$ cat src/rtl/load_store_unit.sv
// RV32I load/store sequencer in front of the DE1-SoC memory_map block: aligns addresses,
// builds byte-lane strobes/data, waits out the read latency and returns extended load data.
module load_store_unit #(
  parameter int unsigned READ_LATENCY = 1
) (
  input  logic        clk,
  input  logic        reset_n,
  input  logic        req_valid,
  output logic        req_ready,
  input  logic        req_write,
  input  logic [2:0]  req_funct3,
  input  logic [31:0] req_addr,
  input  logic [31:0] req_wdata,
  output logic        resp_valid,
  output logic [31:0] resp_rdata,
  output logic        resp_misaligned,
  output logic        resp_illegal,
  output logic [31:0] mem_address,
  output logic [31:0] mem_write_data,
  output logic [3:0]  mem_write_enable,
  input  logic [31:0] mem_read_data
);

  typedef enum logic [2:0] {S_IDLE, S_ISSUE, S_WAIT, S_FAULT, S_RESP} state_e;

  // Returns {illegal, misaligned}; illegal wins, so misaligned is cleared when illegal.
  function automatic logic [1:0] classify(input logic wr, input logic [2:0] f3,
                                          input logic [1:0] off);
    logic ill, mis;
    ill = wr ? !(f3 inside {3'b000, 3'b001, 3'b010})
             : !(f3 inside {3'b000, 3'b001, 3'b010, 3'b100, 3'b101});
    case (f3[1:0])
      2'b01:   mis = off[0];
      2'b10:   mis = (off != 2'b00);
      default: mis = 1'b0;
    endcase
    return {ill, mis & ~ill};
  endfunction

  state_e      state_q, state_d;
  logic        write_q, write_d;
  logic [2:0]  funct3_q, funct3_d;
  logic [1:0]  off_q, off_d;
  logic [1:0]  cnt_q, cnt_d;
  logic [3:0]  mask_q, mask_d;
  logic [31:0] addr_q, addr_d;
  logic [31:0] wdata_q, wdata_d;
  logic [31:0] rdata_q, rdata_d;
  logic        mis_q, mis_d;
  logic        ill_q, ill_d;

  logic [1:0]  req_class, lat_class;
  logic [3:0]  req_mask;
  logic [31:0] req_lanes;
  logic [31:0] shifted;
  logic [31:0] load_ext;

  assign req_class = classify(req_write, req_funct3, req_addr[1:0]);
  assign lat_class = classify(write_q, funct3_q, off_q);
  assign shifted   = mem_read_data >> {off_q, 3'b000};

  always_comb begin
    // NOTE: every combinational output gets a default first so no path leaves it unassigned (no latch).
    req_mask  = 4'b1111;
    req_lanes = req_wdata;
    case (req_funct3[1:0])
      2'b00: begin
        req_mask  = 4'b0001 << req_addr[1:0];
        req_lanes = {4{req_wdata[7:0]}};
      end
      2'b01: begin
        req_mask  = 4'b0011 << req_addr[1:0];
        req_lanes = {2{req_wdata[15:0]}};
      end
      default: ;
    endcase
  end

  always_comb begin
    case (funct3_q)
      3'b000:  load_ext = {{24{shifted[7]}}, shifted[7:0]};
      3'b001:  load_ext = {{16{shifted[15]}}, shifted[15:0]};
      3'b100:  load_ext = {24'd0, shifted[7:0]};
      3'b101:  load_ext = {16'd0, shifted[15:0]};
      default: load_ext = mem_read_data;
    endcase
  end

  always_comb begin
    state_d  = state_q;
    write_d  = write_q;
    funct3_d = funct3_q;
    off_d    = off_q;
    cnt_d    = cnt_q;
    mask_d   = mask_q;
    addr_d   = addr_q;
    wdata_d  = wdata_q;
    rdata_d  = rdata_q;
    mis_d    = mis_q;
    ill_d    = ill_q;
    unique case (state_q)
      S_IDLE: if (req_valid) begin
        write_d  = req_write;
        funct3_d = req_funct3;
        off_d    = req_addr[1:0];
        rdata_d  = '0;
        mis_d    = 1'b0;
        ill_d    = 1'b0;
        if (req_class != 2'b00) begin
          state_d = S_FAULT;
        end else begin
          state_d = S_ISSUE;
          addr_d  = {req_addr[31:2], 2'b00};
          mask_d  = req_mask;
          if (req_write) wdata_d = req_lanes;
        end
      end
      S_ISSUE: begin
        state_d = write_q ? S_RESP : S_WAIT;
        cnt_d   = 2'(READ_LATENCY - 1);
      end
      S_WAIT: begin
        if (cnt_q == 2'd0) begin
          rdata_d = load_ext;
          state_d = S_RESP;
        end else begin
          cnt_d = cnt_q - 2'd1;
        end
      end
      S_FAULT: begin
        ill_d   = lat_class[1];
        mis_d   = lat_class[0];
        state_d = S_RESP;
      end
      S_RESP:  state_d = S_IDLE;
      default: state_d = S_IDLE;
    endcase
  end

  // NOTE: sequential state uses non-blocking assignments only; reset is synchronous, sampled at the edge.
  always_ff @(posedge clk) begin
    if (!reset_n) begin
      state_q  <= S_IDLE;
      write_q  <= 1'b0;
      funct3_q <= 3'b000;
      off_q    <= 2'b00;
      cnt_q    <= 2'd0;
      mask_q   <= 4'b0000;
      addr_q   <= '0;
      wdata_q  <= '0;
      rdata_q  <= '0;
      mis_q    <= 1'b0;
      ill_q    <= 1'b0;
    end else begin
      state_q  <= state_d;
      write_q  <= write_d;
      funct3_q <= funct3_d;
      off_q    <= off_d;
      cnt_q    <= cnt_d;
      mask_q   <= mask_d;
      addr_q   <= addr_d;
      wdata_q  <= wdata_d;
      rdata_q  <= rdata_d;
      mis_q    <= mis_d;
      ill_q    <= ill_d;
    end
  end

  assign req_ready        = (state_q == S_IDLE);
  assign resp_valid       = (state_q == S_RESP);
  assign resp_rdata       = rdata_q;
  assign resp_misaligned  = mis_q;
  assign resp_illegal     = ill_q;
  assign mem_address      = addr_q;
  assign mem_write_data   = wdata_q;
  assign mem_write_enable = (state_q == S_ISSUE && write_q) ? mask_q : 4'b0000;

endmodule
$ cat config.mk
export PLATFORM = sky130hd
export DESIGN_NAME = load_store_unit
export DESIGN_NICKNAME = d
export VERILOG_FILES = /design/src/rtl/load_store_unit.sv
export SDC_FILE = /design/constraint.sdc
export NUM_CORES = 1
export LEC_CHECK = 0
export CAP_MARGIN = 20
export CORE_UTILIZATION = 48
export CTS_CLUSTER_SIZE = 10
export DETAILED_ROUTE_END_ITERATION = 8
export HOLD_SLACK_MARGIN = 0.05
export PLACE_DENSITY = 0.86
export SYNTH_ARGS = -nofsm -noshare
export SYNTH_HDL_FRONTEND = slang
export SYNTH_SLANG_ARGS = --single-unit
$ cat constraint.sdc
create_clock -name clk -period 5.9 [get_ports clk]
set_clock_uncertainty 0.2 [all_clocks]
set_input_delay 1.18 -clock clk [delete_from_list [all_inputs] [get_ports clk]]
set_output_delay 1.18 -clock clk [all_outputs]
set_load 0.01 [all_outputs]
==> impl_metrics.py <==
metrics = {
    "logic_synthesis": {
        "syn_avg_cell_area_um2": 8.76,
        "synth.largest_area_cell": "dfxtp_1",
        "mappedNetlistArea_um2": 5400,
        "postSynth.topFlopCell": "dfxtp_1",
        "seq_area_frac_synth_pct": 41.2,
        "synth-edff-count": 0,
        "synth.top_cell.area_share_pct": 41.2,
        "synthDistinctLibCells": 54,
        "synth-seq-cells": 111,
        "netlist_instances": 616,
        "synth_warnings": 0,
        "ffs_w_async_s_r_synth_pct": 0,
        "post_synth_main_area_contributors": "dfxtp_1 41%, nand2_1 8.9%, mux2i_1 8.7%, a221o_1 3.0%, clkbuf_1 2.9%",
    },
    "floorplan": {
        "placeableCoreArea_um2": 10900,
        "die_height_um": 108,
        "ioPinCount": 207,
        "initial_core_util_pct": 49.6,
        "die_width_um": 108,
        "die_area_um2": 11700,
        "placement_rows": 38,
    },
    "setup_path": {
        "critical_path_depth": 7,
        "cp-end-kind": "register",
        "crit_required_ns": 5.99,
        "crit_buf_inv": 2,
        "timing.critical_path.cells": "clkdlybuf4s50_1, inv_1, ha_1, nor2_1, o21ai_0, and2_4, mux2i_1",
        "cp_data_arrival_time_ns": 4.20,
        "critical_path_class": "in -> reg",
        "worst_path_largest_cell_delay_ns": 0.66,
        "worstRegToRegCells": 5,
        "r2r_slack_ns": 3.04,
        "worstSetupStartpointType": "primary input",
        "critical-path-top-delay-family": "simple AND/OR/NAND/NOR gates",
        "timing.critical_path.fanout_max": 34,
        "cpMaxStageDelayCell": "ha_1",
    },
    "timing": {
        "unrepaired_setup_endpoints_after_global_routing": "false",
        "finalWorstPathRequiredPeriod_ns": 4.10,
        "finalMaxSlewViolations": 0,
        "timing.slew.headroom_pct": 31.5,
        "final_min_period_over_clock_period_pct": 69.5,
        "setup_total_negative_slack_ns": 0,
        "timing.fmax_ghz": 0.244,
        "setup_viol_count_final": 0,
        "setup_ws_ns": 1.80,
        "timing_worst_slew_pin_value_ns": 1.03,
        "hold-worst-slack_ns": 0.246,
        "finalHoldViolations": 0,
    },
    "clock_network": {
        "clock_sinks": 111,
        "post_cts.repair.setup_buffers": 0,
        "cts_tree": "built",
        "clock_tree_buffer_depth": 2,
        "insertion_delay_ns": 0.36,
        "clk_pin_slew_worst_paths_ns": 0.10,
        "cts-buffers-inserted": 9,
        "postCtsResizedCells": 0,
        "ctsHoldBuffers": 0,
        "clockRootBuffer": "clkbuf_8",
        "cts-htree-levels": 3,
    },
    "detailed_routing": {
        "dr.first_iter.drc_count": 380,
        "routed-via-count": 5338,
        "drt_pass1_iterations": 6,
        "routedWlPerCell_um": 17.6,
        "routed_wirelength_um": 16200,
        "vias_per_cell": 5.80,
        "antenna_violating_nets_post_route": 0,
        "remaining_drc_errors": 0,
    },
    "layout": {
        "finalInstanceArea_um2": 7610,
        "final_layout_size_suffix_gt1_share_pct": 3.85,
        "finish.cell_count_without_fillers": 920,
        "finalNetCount": 887,
        "area_growth_from_synthesis_to_layout_pct": 40.9,
        "antenna_diode_count": 0,
    },
    "placed_design": {
        "place_ws_ns": 1.48,
        "dpl_cell_area_um2": 7360,
        "port_buffers": 204,
        "gp_congestion": 0.944,
        "post_place_cells": 905,
        "final_hpwl_from_detailed_placement_um": 11800,
    },
    "hold_path": {
        "hold_path_class": "reg -> reg",
        "hold-path-cell-count": 2,
    },
    "pwr": {
        "power_switching_share_pct": 27.3,
        "proportion_of_power_drawn_by_the_clock_network_pct": 30.6,
        "total_leakage_power_nw": 2.88,
        "pint_mw": 1.32,
        "power_per_cell_area_nw_per_um2": 238,
        "max-vdd-ir-drop_mv": 0.121,
        "p_comb_share_pct": 23.1,
        "power.switching_mw": 0.493,
        "seq_power_share_pct": 46.3,
    },
    "grt": {
        "maximum_number_of_pins_on_one_net_before_global_route_repair": 101,
        "global_route.overflow_total": 0,
        "grt_util_all_layers_pct": 27.6,
        "antenna_found_initial": 0,
        "first_pass_grt_wire_length_um": 25300,
        "grt_pass1_vias": 5191,
    },
    "flow_run": {
        "drv.max_cap_violation_count": 0,
    },
    "outcome": {
        "outcome": "finished, final reports clean",
    },
}
-- power by group through the flow --
stage	Combinational, mW	Sequential [mW]	Clock [mW]
after floorplan	0.217	0.854	0
after global placement	0.402	0.851	0
after detailed placement	0.413	0.854	0
after CTS	0.416	0.837	0.560
after global routing	0.451	0.845	0.584
final	0.418	0.838	0.553
-- flip-flops by register name, summed over array words and instances, names as in the netlist --
register / cells
write_q: 1
cnt_q: 2
resp_rdata: 32
funct3_q: 3
mem_write_data: 32
state_q: 3
resp_misaligned: 1
off_q: 2
mem_address: 30
mask_q: 4
resp_illegal: 1
-- cells by family after synthesis --
group | count (synthesis) | share of synthesized area [%]
simple gates | 221 | 20.0
compound gates | 158 | 21.6
flops | 111 | 41.2
buf+inv | 67 | 5.79
mux | 50 | 9.55
fa+ha+maj | 8 | 1.85
other cells | 1 | 0.0695
-- per-stage QoR --
step | power (mW) | util [%]
after global placement | 1.25 | 67.6
after floorplan | 1.07 | -
final | 1.81 | 69.9
after global routing | 1.88 | 69.9
after CTS | 1.81 | 69.9
after detailed placement | 1.27 | 67.6
-- layout make-up --
type	count	area, µm²
clock inverter	3	90.1
fill	851	3280
tap	140	175
inverter	7	26.3
sequential	111	2220
timing repair buffer	208	2070
clock buffer	12	155
multi-input combinational	439	2870
-- placed cells by master (no fill, tap or decap), types with 2 or more instances in the layout --
| cell | netlist | routed |
|---|---|---|
| clkdlybuf4s50_1 | 0 | 203 |
| nand2_1 | 128 | 128 |
| dfxtp_1 | 111 | 111 |
| mux2i_1 | 47 | 47 |
| o21ai_0 | 27 | 27 |
| a21oi_1 | 23 | 23 |
| nand4_1 | 19 | 19 |
| a22oi_1 | 18 | 18 |
| a221o_1 | 16 | 16 |
| nor2_1 | 11 | 11 |
| o211ai_1 | 11 | 11 |
| nand3_1 | 11 | 11 |
| clkbuf_8 | 0 | 11 |
| o211a_1 | 10 | 10 |
| a22o_1 | 10 | 10 |
| nor3_1 | 8 | 8 |
| nor3b_1 | 8 | 8 |
| nand3b_1 | 8 | 8 |
| a21o_1 | 8 | 8 |
| a2bb2oi_1 | 8 | 8 |
| ha_1 | 8 | 8 |
| inv_1 | 7 | 7 |
| a21boi_0 | 7 | 7 |
| o221ai_1 | 7 | 7 |
| and2_1 | 6 | 6 |
| nand2b_1 | 5 | 5 |
| nor2b_1 | 5 | 5 |
| buf_4 | 2 | 5 |
| bufinv_16 | 0 | 3 |
| nor4bb_1 | 2 | 2 |
| or2_2 | 2 | 2 |
| o21ai_1 | 2 | 2 |
| o21bai_1 | 2 | 2 |
| mux2_2 | 2 | 2 |
| conb_1 | 1 | 2 |
-- worst register-to-register path: cells and delay by family, from the launching register on --
| family | cells | cell delay, ns |
|---|---|---|
| flops | 1 | 0.47 |
| simple gates | 3 | 1.53 |
| buf+inv | 1 | 0.35 |
| mux | 1 | 0.24 |
-- cells in the mapped netlist, types with 5 or more instances --
master     instances
a21boi_0           7
a21o_1             8
a21oi_1           23
a221o_1           16
a22o_1            10
a22oi_1           18
a2bb2oi_1          8
and2_1             6
buf_2              7
buf_6              6
clkbuf_1          42
dfxtp_1          111
ha_1               8
inv_1              7
mux2i_1           47
nand2_1          128
nand2b_1           5
nand3_1           11
nand3b_1           8
nand4_1           19
nor2_1            11
nor2b_1            5
nor3_1             8
nor3b_1            8
o211a_1           10
o211ai_1          11
o21ai_0           27
o221ai_1           7
-- layer usage --
layer | routed length [µm] | vias to the layer above | global-route usage, %
met4 | 623 | 0 | 15.2
met1 | 6480 | 2486 | 32.0
li1 | - | 2539 | -
met2 | 7700 | 266 | 46.5
met5 | 0 | - | 0
met3 | 1390 | 47 | 6.81
-- final timing paths --
| check | endpoint | startpoint |
|---|---|---|
| hold reg to reg | resp_rdata[4]$_SDFFE_PN0P_ | resp_rdata[4]$_SDFFE_PN0P_ |
| hold / removal | resp_rdata[4]$_SDFFE_PN0P_ | resp_rdata[4]$_SDFFE_PN0P_ |
| setup / recovery | mem_address[13]$_SDFFE_PN0P_ | req_funct3[1] |
| setup reg to reg | mem_write_data[8]$_SDFFE_PN0P_ | state_q[0]$_SDFFE_PN0P_ |
(Power assumes the default switching activity.)
